==> src/rtl/dsp48a1_pkg.sv <==
// Shared constants, tag type and opmode helper for the DSP48A1 MAC sequencer.
package dsp48a1_pkg;

  localparam int unsigned LAT_DEF     = 3;
  localparam int unsigned OPM_DLY_DEF = 1;

  // Z=0, X=M: restart the accumulator with this product.
  localparam logic [7:0] OPM_FIRST   = 8'h01;
  // Z=P, X=M: accumulate this product into P.
  localparam logic [7:0] OPM_ACC     = 8'h09;
  // Z=P, X=0: P holds through a bubble.
  localparam logic [7:0] OPM_HOLD    = 8'h08;
  localparam int unsigned OPM_SUB_BIT = 7;

  typedef struct packed {
    logic valid;
    logic first;
    logic last;
    logic sub;
  } tag_t;

  // Pre-adder, carry-in and B source bits [6:4] always stay zero.
  function automatic logic [7:0] tag_opmode(input tag_t t);
    logic [7:0] op;
    if (!t.valid) begin
      op = OPM_HOLD;
    end else begin
      op = t.first ? OPM_FIRST : OPM_ACC;
      op[OPM_SUB_BIT] = t.sub;
    end
    return op;
  endfunction

endpackage

==> src/rtl/dsp48a1_mac_seq_if.sv <==
// Term input stream and result output stream of the MAC sequencer.
interface dsp48a1_mac_seq_if;
  logic        s_valid;
  logic        s_ready;
  logic [17:0] s_a;
  logic [17:0] s_b;
  logic        s_sub;
  logic        s_last;
  logic        r_valid;
  logic        r_ready;
  logic [47:0] r_data;
  logic        r_cout;
  logic [15:0] r_terms;

  modport master (
    output s_valid, s_a, s_b, s_sub, s_last, r_ready,
    input  s_ready, r_valid, r_data, r_cout, r_terms
  );

  modport slave (
    input  s_valid, s_a, s_b, s_sub, s_last, r_ready,
    output s_ready, r_valid, r_data, r_cout, r_terms
  );
endinterface

==> src/rtl/dsp48a1_tag_pipe.sv <==
// Tag delay line that shadows the slice pipeline; LAT must be at least 2.
module dsp48a1_tag_pipe
  import dsp48a1_pkg::*;
#(
  parameter int unsigned LAT     = LAT_DEF,
  parameter int unsigned OPM_DLY = OPM_DLY_DEF
) (
  input  logic clk,
  input  logic rst,
  input  logic en,
  input  tag_t tag_in,
  output tag_t tap,
  output tag_t tag_out
);

  // stage[k] holds the tag of the slot whose operands were driven k cycles ago.
  tag_t [LAT:1] stage;

  // Shift only when the slice clock enables are active so tags stay aligned.
  always_ff @(posedge clk) begin
    if (rst) begin
      stage <= '0;
    end else if (en) begin
      stage <= {stage[LAT-1:1], tag_in};
    end
  end

  assign tap     = stage[OPM_DLY];
  assign tag_out = stage[LAT];

endmodule

==> src/rtl/dsp48a1_mac_seq.sv <==
// Streaming MAC sequencer driving a DSP48A1 slice, one result per vector.
module dsp48a1_mac_seq
  import dsp48a1_pkg::*;
#(
  parameter int unsigned LAT     = LAT_DEF,
  parameter int unsigned OPM_DLY = OPM_DLY_DEF
) (
  input  logic                    clk,
  input  logic                    rst,
  dsp48a1_mac_seq_if.slave        bus,
  output logic [17:0]             dsp_a,
  output logic [17:0]             dsp_b,
  output logic [7:0]              dsp_opmode,
  output logic                    dsp_ce,
  output logic                    dsp_rst,
  input  logic [47:0]             dsp_p,
  input  logic                    dsp_carryout
);

  logic stall;
  logic ce;
  logic accept;
  logic load;
  logic first_pending;
  logic [15:0] term_cnt;
  logic [15:0] cnt_inc;
  tag_t tag_in;
  tag_t tap;
  tag_t tag_out;
  logic [LAT:1][15:0] terms_line;
  logic unused_tag_bits;

  assign stall      = bus.r_valid && !bus.r_ready;
  assign ce         = !stall && !rst;
  assign bus.s_ready = ce;
  assign accept     = bus.s_valid && ce;
  assign dsp_ce     = ce;
  assign dsp_rst    = rst;

  // Operands go straight to the slice A1/B1 registers; bubbles issue zeros.
  assign dsp_a = accept ? bus.s_a : '0;
  assign dsp_b = accept ? bus.s_b : '0;

  assign cnt_inc = (term_cnt == '1) ? term_cnt : term_cnt + 16'd1;

  // Slot tag for this cycle's operands.
  always_comb begin
    tag_in = '0;
    if (accept) begin
      tag_in.valid = 1'b1;
      tag_in.first = first_pending;
      tag_in.last  = bus.s_last;
      tag_in.sub   = bus.s_sub;
    end
  end

  dsp48a1_tag_pipe #(
    .LAT     (LAT),
    .OPM_DLY (OPM_DLY)
  ) u_tag_pipe (
    .clk     (clk),
    .rst     (rst),
    .en      (ce),
    .tag_in  (tag_in),
    .tap     (tap),
    .tag_out (tag_out)
  );

  assign unused_tag_bits = &{1'b0, tag_out.first, tag_out.sub, tap.last};

  // Opmode follows its operands by OPM_DLY slots via the tag tap.
  assign dsp_opmode = rst ? '0 : tag_opmode(tap);

  // Term counting and first-term tracking across vector boundaries.
  always_ff @(posedge clk) begin
    if (rst) begin
      term_cnt      <= '0;
      first_pending <= 1'b1;
    end else if (accept) begin
      term_cnt      <= bus.s_last ? '0 : cnt_inc;
      first_pending <= bus.s_last;
    end
  end

  // Vector term count rides alongside the tags so it reaches the result with P.
  always_ff @(posedge clk) begin
    if (rst) begin
      terms_line <= '0;
    end else if (ce) begin
      terms_line <= {terms_line[LAT-1:1], (accept && bus.s_last) ? cnt_inc : 16'd0};
    end
  end

  assign load = ce && tag_out.valid && tag_out.last;

  // Result holding register; a new load takes priority over consumption.
  always_ff @(posedge clk) begin
    if (rst) begin
      bus.r_valid <= 1'b0;
      bus.r_data  <= '0;
      bus.r_cout  <= 1'b0;
      bus.r_terms <= '0;
    end else if (load) begin
      bus.r_valid <= 1'b1;
      bus.r_data  <= dsp_p;
      bus.r_cout  <= dsp_carryout;
      bus.r_terms <= terms_line[LAT];
    end else if (bus.r_ready) begin
      bus.r_valid <= 1'b0;
    end
  end

endmodule
==> src/flat_wrapper.sv <==
// flat-port wrapper written by rule: the top's interface ports become plain ports
module dsp48a1_mac_seq_flat import dsp48a1_pkg::*;
#(
  parameter int unsigned LAT     = LAT_DEF,
  parameter int unsigned OPM_DLY = OPM_DLY_DEF
)
  (clk, rst, dsp_a, dsp_b, dsp_opmode, dsp_ce, dsp_rst, dsp_p, dsp_carryout, bus_s_valid, bus_s_a, bus_s_b, bus_s_sub, bus_s_last, bus_r_ready, bus_s_ready, bus_r_valid, bus_r_data, bus_r_cout, bus_r_terms);
  dsp48a1_mac_seq_if bus_i ();
  input  logic clk;
  input  logic rst;
  output logic [17:0] dsp_a;
  output logic [17:0] dsp_b;
  output logic [7:0] dsp_opmode;
  output logic dsp_ce;
  output logic dsp_rst;
  input  logic [47:0] dsp_p;
  input  logic dsp_carryout;
  input wire logic [$bits(bus_i.s_valid)-1:0] bus_s_valid;
  input wire logic [$bits(bus_i.s_a)-1:0] bus_s_a;
  input wire logic [$bits(bus_i.s_b)-1:0] bus_s_b;
  input wire logic [$bits(bus_i.s_sub)-1:0] bus_s_sub;
  input wire logic [$bits(bus_i.s_last)-1:0] bus_s_last;
  input wire logic [$bits(bus_i.r_ready)-1:0] bus_r_ready;
  output wire logic [$bits(bus_i.s_ready)-1:0] bus_s_ready;
  output wire logic [$bits(bus_i.r_valid)-1:0] bus_r_valid;
  output wire logic [$bits(bus_i.r_data)-1:0] bus_r_data;
  output wire logic [$bits(bus_i.r_cout)-1:0] bus_r_cout;
  output wire logic [$bits(bus_i.r_terms)-1:0] bus_r_terms;
  assign bus_i.s_valid = bus_s_valid;
  assign bus_i.s_a = bus_s_a;
  assign bus_i.s_b = bus_s_b;
  assign bus_i.s_sub = bus_s_sub;
  assign bus_i.s_last = bus_s_last;
  assign bus_i.r_ready = bus_r_ready;
  assign bus_s_ready = bus_i.s_ready;
  assign bus_r_valid = bus_i.r_valid;
  assign bus_r_data = bus_i.r_data;
  assign bus_r_cout = bus_i.r_cout;
  assign bus_r_terms = bus_i.r_terms;
  dsp48a1_mac_seq #(.LAT(LAT), .OPM_DLY(OPM_DLY)) u_core (.clk(clk), .rst(rst), .bus(bus_i), .dsp_a(dsp_a), .dsp_b(dsp_b), .dsp_opmode(dsp_opmode), .dsp_ce(dsp_ce), .dsp_rst(dsp_rst), .dsp_p(dsp_p), .dsp_carryout(dsp_carryout));
endmodule
==> config.mk <==
export PLATFORM = sky130hd
export DESIGN_NAME = dsp48a1_mac_seq_flat
export DESIGN_NICKNAME = d
export VERILOG_FILES = /design/src/rtl/dsp48a1_pkg.sv /design/src/rtl/dsp48a1_mac_seq_if.sv /design/src/rtl/dsp48a1_tag_pipe.sv /design/src/rtl/dsp48a1_mac_seq.sv /design/src/flat_wrapper.sv
export SDC_FILE = /design/constraint.sdc
export NUM_CORES = 1
export LEC_CHECK = 0
export ABC_AREA = 0
export ABC_CLOCK_PERIOD_IN_PS = 3600
export CAP_MARGIN = 20
export CORE_MARGIN = 5
export CORE_UTILIZATION = 40
export DETAILED_ROUTE_END_ITERATION = 16
export PLACE_DENSITY = 0.73
export SLEW_MARGIN = 20
export SYNTH_ARGS = -nofsm -noshare
export SYNTH_HDL_FRONTEND = slang
export SYNTH_SLANG_ARGS = --single-unit
==> constraint.sdc <==
create_clock -name clk -period 3.6 [get_ports clk]
set_input_delay 0.36 -clock clk [delete_from_list [all_inputs] [get_ports clk]]
set_output_delay 0.36 -clock clk [all_outputs]
set_load 0.02 [all_outputs]
==> results of run 1 <==
logic make-up (layout without fill, tap and decap cells):
kind of cell,count (synthesis),in the layout
multiplexers,3,3
other,1,5
AND/OR/NAND/NOR,280,280
flip-flops,139,139
buffers and inverters,58,239
adder cells (fa/ha/maj),1,1
XOR/XNOR,8,8
AO/OA/AOI/OAI,154,154
stage by stage:
| stage | power, mW | cell area, um^2 |
|---|---|---|
| 5_1_grt | 3.53 | 8140 |
| 3_3_place_gp | 1.81 | 7570 |
| 3_5_place_dp | 1.82 | 7570 |
| 6_report | 3.42 | 8140 |
| 2_1_floorplan | 1.67 | 5560 |
| 4_1_cts | 3.45 | 8140 |
path summary, 6_finish.rpt:
path                                              start                                     to  slack [ps]  depth (start not counted)
setup / recovery                            bus_r_ready                               dsp_b[9]         770                          6
hold / removal                                      rst        u_core.term_cnt[8]$_SDFFE_PP0P_         280                          4
setup reg to reg        u_core.bus.r_valid$_SDFFE_PP0P_     u_core.bus.r_data[16]$_SDFFE_PP0P_        1340                          6
hold reg to reg   u_core.u_tag_pipe.tap[1]$_SDFFE_PP0N_  u_core.u_tag_pipe.tap[1]$_SDFFE_PP0N_         450                          2
cell usage in the layout, fill, tap and decap left out, drive strengths merged, types with 2 or more instances in the layout:
master | synthesis | layout
clkbuf | 26 | 18
a21oi | 77 | 77
nand3b | 3 | 3
xor2 | 5 | 5
nand4 | 6 | 6
xnor2 | 3 | 3
nor3 | 12 | 12
a21o | 4 | 4
nand2b | 3 | 3
nand3 | 14 | 14
a31oi | 6 | 6
and2 | 39 | 39
and3 | 6 | 6
o21ai | 21 | 21
inv | 2 | 11
or4 | 4 | 4
a22o | 39 | 39
o21a | 2 | 2
clkdlybuf4s50 | 0 | 197
dfxtp | 139 | 139
nor4 | 3 | 3
buf | 30 | 8
conb | 1 | 5
or3b | 2 | 2
nor2 | 9 | 9
nand2 | 171 | 171
and4 | 5 | 5
mux2i | 3 | 3
clkinv | 0 | 2
clkinvlp | 0 | 3
registers in the layout, summed over array words and instances, names as in the netlist:
name                       count
u_core.u_tag_pipe.stage        2
u_core.bus.r_valid             1
u_core.bus.r_data             48
u_core.term_cnt               16
u_core.first_pending           1
u_core.u_tag_pipe.tag_out      2
u_core.bus.r_cout              1
u_core.terms_line             48
u_core.u_tag_pipe.tap          4
u_core.bus.r_terms            16
area by class of cell:
cell class | count | share of cell area, %
Sequential cell | 139 | 34.2
Inverter | 2 | 0.0922
Timing Repair Buffer | 205 | 25.1
Tap cell | 180 | 2.77
Clock inverter | 14 | 1.55
Multi-Input combinational cell | 451 | 30.9
Clock buffer | 18 | 5.40
report_power, final:
part / total (mW) / switching, mW / leakage [nW] / internal, mW
Combinational: 0.231 / 0.0973 / 1.45 / 0.134
Clock: 1.64 / 0.712 / 0.271 / 0.927
Sequential: 1.55 / 0.00481 / 1.12 / 1.54
tightest hold or removal path: cells and delay by family:
family                 cells  cell delay [ps]
AO/OA/AOI/OAI              1               70
buffers and inverters      2              160
AND/OR/NAND/NOR            1               60
layer usage:
metal  part of all wire, %  track usage, %  vias up
li1                      -               -     2547
met1                    42            20.4     2236
met2                    48            28.5      166
met3                   6.8            5.58       41
met4                   3.6            8.11        0
met5                     0               0        -
==> run_results.csv, run 1 <==
group,metric,value,unit
logic_synthesis,yosysTopAreaCell,"dfxtp_1",
logic_synthesis,muxShareOfSynthArea,0.542,%
floorplan,die_h,128,um
route,vias_per_cell,4.95,
clock_tree,cts_buffers,17,
finish,insertedDiodeCount,0,
clock_tree,tritoncts,"yes",
floorplan,core_area,13700,um^2
timing,setup_viol,0,
finish,layout-drive-gt1-share,6.88,%
worst_setup_path,worstSetupEndpointType,"primary output",
finish,ff_latch_area,2780,um^2
floorplan,fp.dieW,128,um
worst_setup_path,cp.required,3240,ps
clock_tree,clk_latency,420,ps
worst_setup_path,critical_path.cell_chain,"clkdlybuf4s50_1 -> nand2b_1 -> and3_1 -> buf_4 -> and2_1 -> clkdlybuf4s50_1",
global_route,grt_max_degree,83,
timing,period_share,78.5,%
logic_synthesis,synthTopCellsByCount,"nand2_1 (171), dfxtp_1 (139), a21oi_1 (77)",
logic_synthesis,synthArstFlopShare,0,%
finish,synthToLayoutAreaGrowth,46.9,%
clock_tree,cts-root-buf,"clkbuf_16",
route,drc,0,
worst_setup_path,worstPathArrival,2470,ps
clock_tree,clock_sinks,139,
global_route,grt_pass1_wl,23000,um
logic_synthesis,yosysMostFrequentCell,"nand2_1",
global_route,first_global_vias,4805,
timing,worstMarginPinSlew,859,ps
worst_setup_path,cp_max_fo,52,
timing,fin_crit,2830,ps
clock_tree,max-clock-path-buffers,2,
worst_setup_path,path_buf_inv,3,
worst_setup_path,crit_family,"buffers and inverters",
logic_synthesis,avgSynthCellArea,8.60,um^2
worst_setup_path,critPathKind,"in -> out",
power,p_leak,2.84,nW
hold_path,hp-class,"in -> reg",
logic_synthesis,synth_top_family_by_area,"simple AND/OR/NAND/NOR gates",
clock_tree,clkTransAtPathRegs,60,ps
logic_synthesis,synth-adder-area-share,0.226,%
floorplan,rows,43,
logic_synthesis,synth_top_area_share,50.2,%
timing,fin_worst_skew,8.25,ps
finish,post-route-util,59.3,%
route,drt_iter0_markers,248,
run_status,status,"finished clean",
finish,final_cells,1009,
logic_synthesis,synth.cell_area,5540,um^2
worst_setup_path,max_stage_delay,610,ps
worst_setup_path,cp-start-kind,"input pin",
logic_synthesis,synthTopCellsByArea,"dfxtp_1 (50%), nand2_1 (12%), a21oi_1 (7.0%)",
placed_design,port-buffer-count,198,
timing,fin_setup_tns,0,ps
timing,max_freq,354,MHz
timing,hold_ws,281,ps
clock_tree,postCtsSetupBuffers,0,
route,post_drt_wl_per_cell,14.2,um
global_route,antenna_found_initial,0,
clock_tree,cts-resized-gates,0,
route,drtAntennaViolNets,0,
logic_synthesis,yosysSeqAreaShare,50.2,%
placed_design,place.gp.congestion,0.898,
clock_tree,htree_levels,4,
job,drv_cap,0,
logic_synthesis,synth_ff_type,"dfxtp_1",
floorplan,initial_core_util,40.4,%
logic_synthesis,synthSimpleGateAreaFrac,25.4,%
logic_synthesis,synth_compound_area_share,17.4,%
clock_tree,hold_buffers,0,
placed_design,dp.cells,977,
timing,slew_headroom,42.7,%
placed_design,dpl_worst_slack,771,ps
worst_setup_path,cp_slowest_cell,"clkdlybuf4s50_1",
logic_synthesis,ys_ff_latch,139,
worst_setup_path,path_common_cell,"clkdlybuf4s50_1",
logic_synthesis,synth_edf_count,0,
timing,setup_ws,772,ps
timing,rsz0062_at_grt,"false",
route,finalWirelength,14400,um
floorplan,fp.dieArea,16300,um^2
global_route,grt_util_all_layers,17.3,%
logic_synthesis,synth_xor_area_share,1.26,%
timing,drv_slew,0,
floorplan,io_pins,204,
logic_synthesis,syn_inst,644,
route,via_count,4990,
finish,num-nets-final,908,
route,drt_pass1_iterations,8,
power,ir_drop,0.322,mV
finish,multi_input_area,2520,um^2
finish,fillCellCount,1175,
timing,finalHoldViolations,0,
global_route,grt_overflow,0,
logic_synthesis,yosysWarningCount,0,
logic_synthesis,synth_cell_types,49,
power,power.density,420,nW/um^2
placed_design,dp_hpwl,10500,um
No activity file was read; power rests on OpenSTA's default activity.
==> inputs of run 2 (changes only) <==
--- a/config.mk
+++ b/config.mk
@@ -6,12 +6,12 @@
 export NUM_CORES = 1
 export LEC_CHECK = 0
 export ABC_AREA = 0
-export ABC_CLOCK_PERIOD_IN_PS = 3600
+export ABC_CLOCK_PERIOD_IN_PS = 2600
 export CAP_MARGIN = 20
 export CORE_MARGIN = 5
 export CORE_UTILIZATION = 40
 export DETAILED_ROUTE_END_ITERATION = 16
-export PLACE_DENSITY = 0.73
+export PLACE_DENSITY = 0.76
 export SLEW_MARGIN = 20
 export SYNTH_ARGS = -nofsm -noshare
 export SYNTH_HDL_FRONTEND = slang
==> constraint.sdc (replaced) <==
create_clock -name clk -period 2.6 [get_ports clk]
set_input_delay 0.26 -clock clk [delete_from_list [all_inputs] [get_ports clk]]
set_output_delay 0.26 -clock clk [all_outputs]
set_load 0.02 [all_outputs]
==> run 2 against run 1 <==
  * Largest cell class unchanged
  * Combinational power is 42% higher
  * Critical endpoint is now dsp_a[5]
  * Design area is 1.4% higher
  * Sequential power is 39% higher
  * Via count is 0.38% higher
  * Wire length is 1.6% lower
  * Clock power is 43% higher
  * Critical path type unchanged
  * Cell count is 0.59% higher
  * Register-to-register slack worse by 710 ps
  * Count of clock-buffer cells in the layout is 1 higher
==> run_results.csv, run 2 (synthesis gave the netlist of run 1 again) <==
group,metric,value,unit
run_status,status,"finished clean",
route,finalWirelength,14100,um
global_route,antenna_found_initial,0,
clock_tree,clk_latency,410,ps
finish,insertedDiodeCount,0,
route,vias_per_cell,4.93,
route,via_count,5009,
timing,drv_slew,0,
worst_setup_path,r2r_start,"u_core.term_cnt[0]$_SDFFE_PP0P_",
global_route,grt_util_all_layers,16.7,%
route,drtAntennaViolNets,0,
floorplan,rows,43,
finish,num-nets-final,914,
power,p_leak,2.90,nW
worst_setup_path,cp-start-kind,"input pin",
finish,layout-drive-gt1-share,7.43,%
global_route,first_global_vias,4601,
worst_setup_path,worstPathArrival,2010,ps
clock_tree,postCtsSetupBuffers,0,
placed_design,dp_hpwl,9880,um
floorplan,core_area,13700,um^2
job,drv_cap,0,
placed_design,dpl_worst_slack,311,ps
finish,fillCellCount,1175,
finish,mostFrequentLayoutCell,"clkdlybuf4s50_1",
worst_setup_path,max_stage_delay,610,ps
timing,worstMarginPinSlew,676,ps
worst_setup_path,crit_cells,6,
worst_setup_path,cp-startpoint,"bus_r_ready",
worst_setup_path,path_buf_inv,3,
clock_tree,htree_levels,4,
clock_tree,max-clock-path-buffers,2,
floorplan,fp.dieArea,16300,um^2
timing,fin_crit,2270,ps
finish,post-route-util,60.2,%
route,drt_pass1_iterations,4,
worst_setup_path,crit_family,"buffers and inverters",
power,finalPower,4.82,mW
placed_design,dp.cells,982,
clock_tree,clock_sinks,139,
timing,period_share,87.4,%
route,drt_iter0_markers,318,
floorplan,die_h,128,um
worst_setup_path,critPathKind,"in -> out",
placed_design,placed_cell_area,7650,um^2
clock_tree,hold_buffers,0,
route,drc,0,
timing,finalHoldViolations,0,
clock_tree,cts_buffers,17,
worst_setup_path,reg2reg_slack,630,ps
worst_setup_path,cp_max_fo,53,
placed_design,port-buffer-count,198,
global_route,grt_pass1_wl,22600,um
hold_path,hp-class,"in -> reg",
worst_setup_path,critical_path.cell_chain,"clkdlybuf4s50_1 -> nand2b_1 -> and3_1 -> buf_12 -> and2_1 -> clkdlybuf4s50_1",
finish,largestRegisters,"u_core.bus.r_data: 48 flops, u_core.terms_line: 48 flops",
floorplan,fp.dieW,128,um
finish,fin_area,8260,um^2
timing,hold_ws,250,ps
worst_setup_path,worst_r2r_endpoint,"u_core.term_cnt[10]$_SDFFE_PP0P_",
timing,rsz0062_at_grt,"false",
power,ir_drop,0.496,mV
global_route,grt_overflow,0,
worst_setup_path,path_common_cell,"clkdlybuf4s50_1",
worst_setup_path,cp.required,2340,ps
clock_tree,cts-root-buf,"clkbuf_16",
timing,fin_worst_skew,6.88,ps
timing,slew_headroom,55.0,%
timing,max_freq,440,MHz
worst_setup_path,worstSetupEndpointType,"primary output",
finish,synthToLayoutAreaGrowth,49.1,%
global_route,grt_max_degree,67,
finish,final_cells,1015,
placed_design,place.gp.congestion,0.805,
timing,fin_setup_tns,0,ps
worst_setup_path,cp_slowest_cell,"clkdlybuf4s50_1",
clock_tree,cts-resized-gates,0,
timing,setup_ws,327,ps
worst_setup_path,crit_path_end,"dsp_a[5]",
timing,setup_viol,0,
worst_setup_path,r2r_cells,6,
power,power.density,584,nW/um^2
floorplan,initial_core_util,40.4,%
finish,layout_common_cells,"clkdlybuf4s50_1 (197), nand2_1 (171), dfxtp_1 (139)",
route,post_drt_wl_per_cell,13.9,um
floorplan,io_pins,204,
clock_tree,tritoncts,"yes",
clock_tree,clkTransAtPathRegs,60,ps
[run 2: routing by layer]
layer / wire [um] / share of wire [%] / global-route usage [%]
met4: 269 / 1.9 / 5.62
met2: 6910 / 49 / 28.1
met3: 866 / 6.1 / 4.79
met5: 0 / 0 / 0
met1: 6100 / 43 / 20.6
[run 2: power by group]
| group | internal (mW) | leakage, nW | switching (mW) | total, mW |
|---|---|---|---|---|
| combinational | 0.191 | 1.49 | 0.138 | 0.329 |
| sequential | 2.14 | 1.12 | 0.00708 | 2.15 |
| clock | 1.44 | 0.291 | 0.899 | 2.34 |
| total | 3.77 | 2.90 | 1.04 | 4.82 |
[run 2: how the worst min path moves through the flow]
stage	start	to	slack [ps]	depth (start not counted)
after global routing	rst	u_core.term_cnt[8]$_SDFFE_PP0P_	260	4
final	rst	u_core.term_cnt[8]$_SDFFE_PP0P_	250	4
after detailed placement	u_core.u_tag_pipe.tap[1]$_SDFFE_PP0N_	u_core.u_tag_pipe.tap[1]$_SDFFE_PP0N_	440	2
after global placement	u_core.u_tag_pipe.tap[1]$_SDFFE_PP0N_	u_core.u_tag_pipe.tap[1]$_SDFFE_PP0N_	440	2
after floorplan	bus_s_sub	u_core.u_tag_pipe.tap[0]$_SDFFE_PP0N_	390	1
after CTS	rst	u_core.term_cnt[8]$_SDFFE_PP0P_	240	4
[run 2: area by class of cell]
| type | instances | area, um^2 | share of cell area [%] |
|---|---|---|---|
| sequential | 139 | 2780 | 33.7 |
| clock buffer | 19 | 443 | 5.36 |
| timing repair buffer | 211 | 2140 | 25.9 |
| inverter | 2 | 7.51 | 0.0909 |
| tap | 180 | 225 | 2.73 |
| multi-input combinational | 451 | 2520 | 30.5 |
| clock inverter | 13 | 145 | 1.76 |
[run 2: worst reg2reg max path, delay by kind of cell (launching register included)]
family                   cells  cell delay [ps]
AO/OA/AOI/OAI                1              170
flip-flops                   1              480
AND/OR/NAND/NOR              4              900
adder cells (fa/ha/maj)      1              340
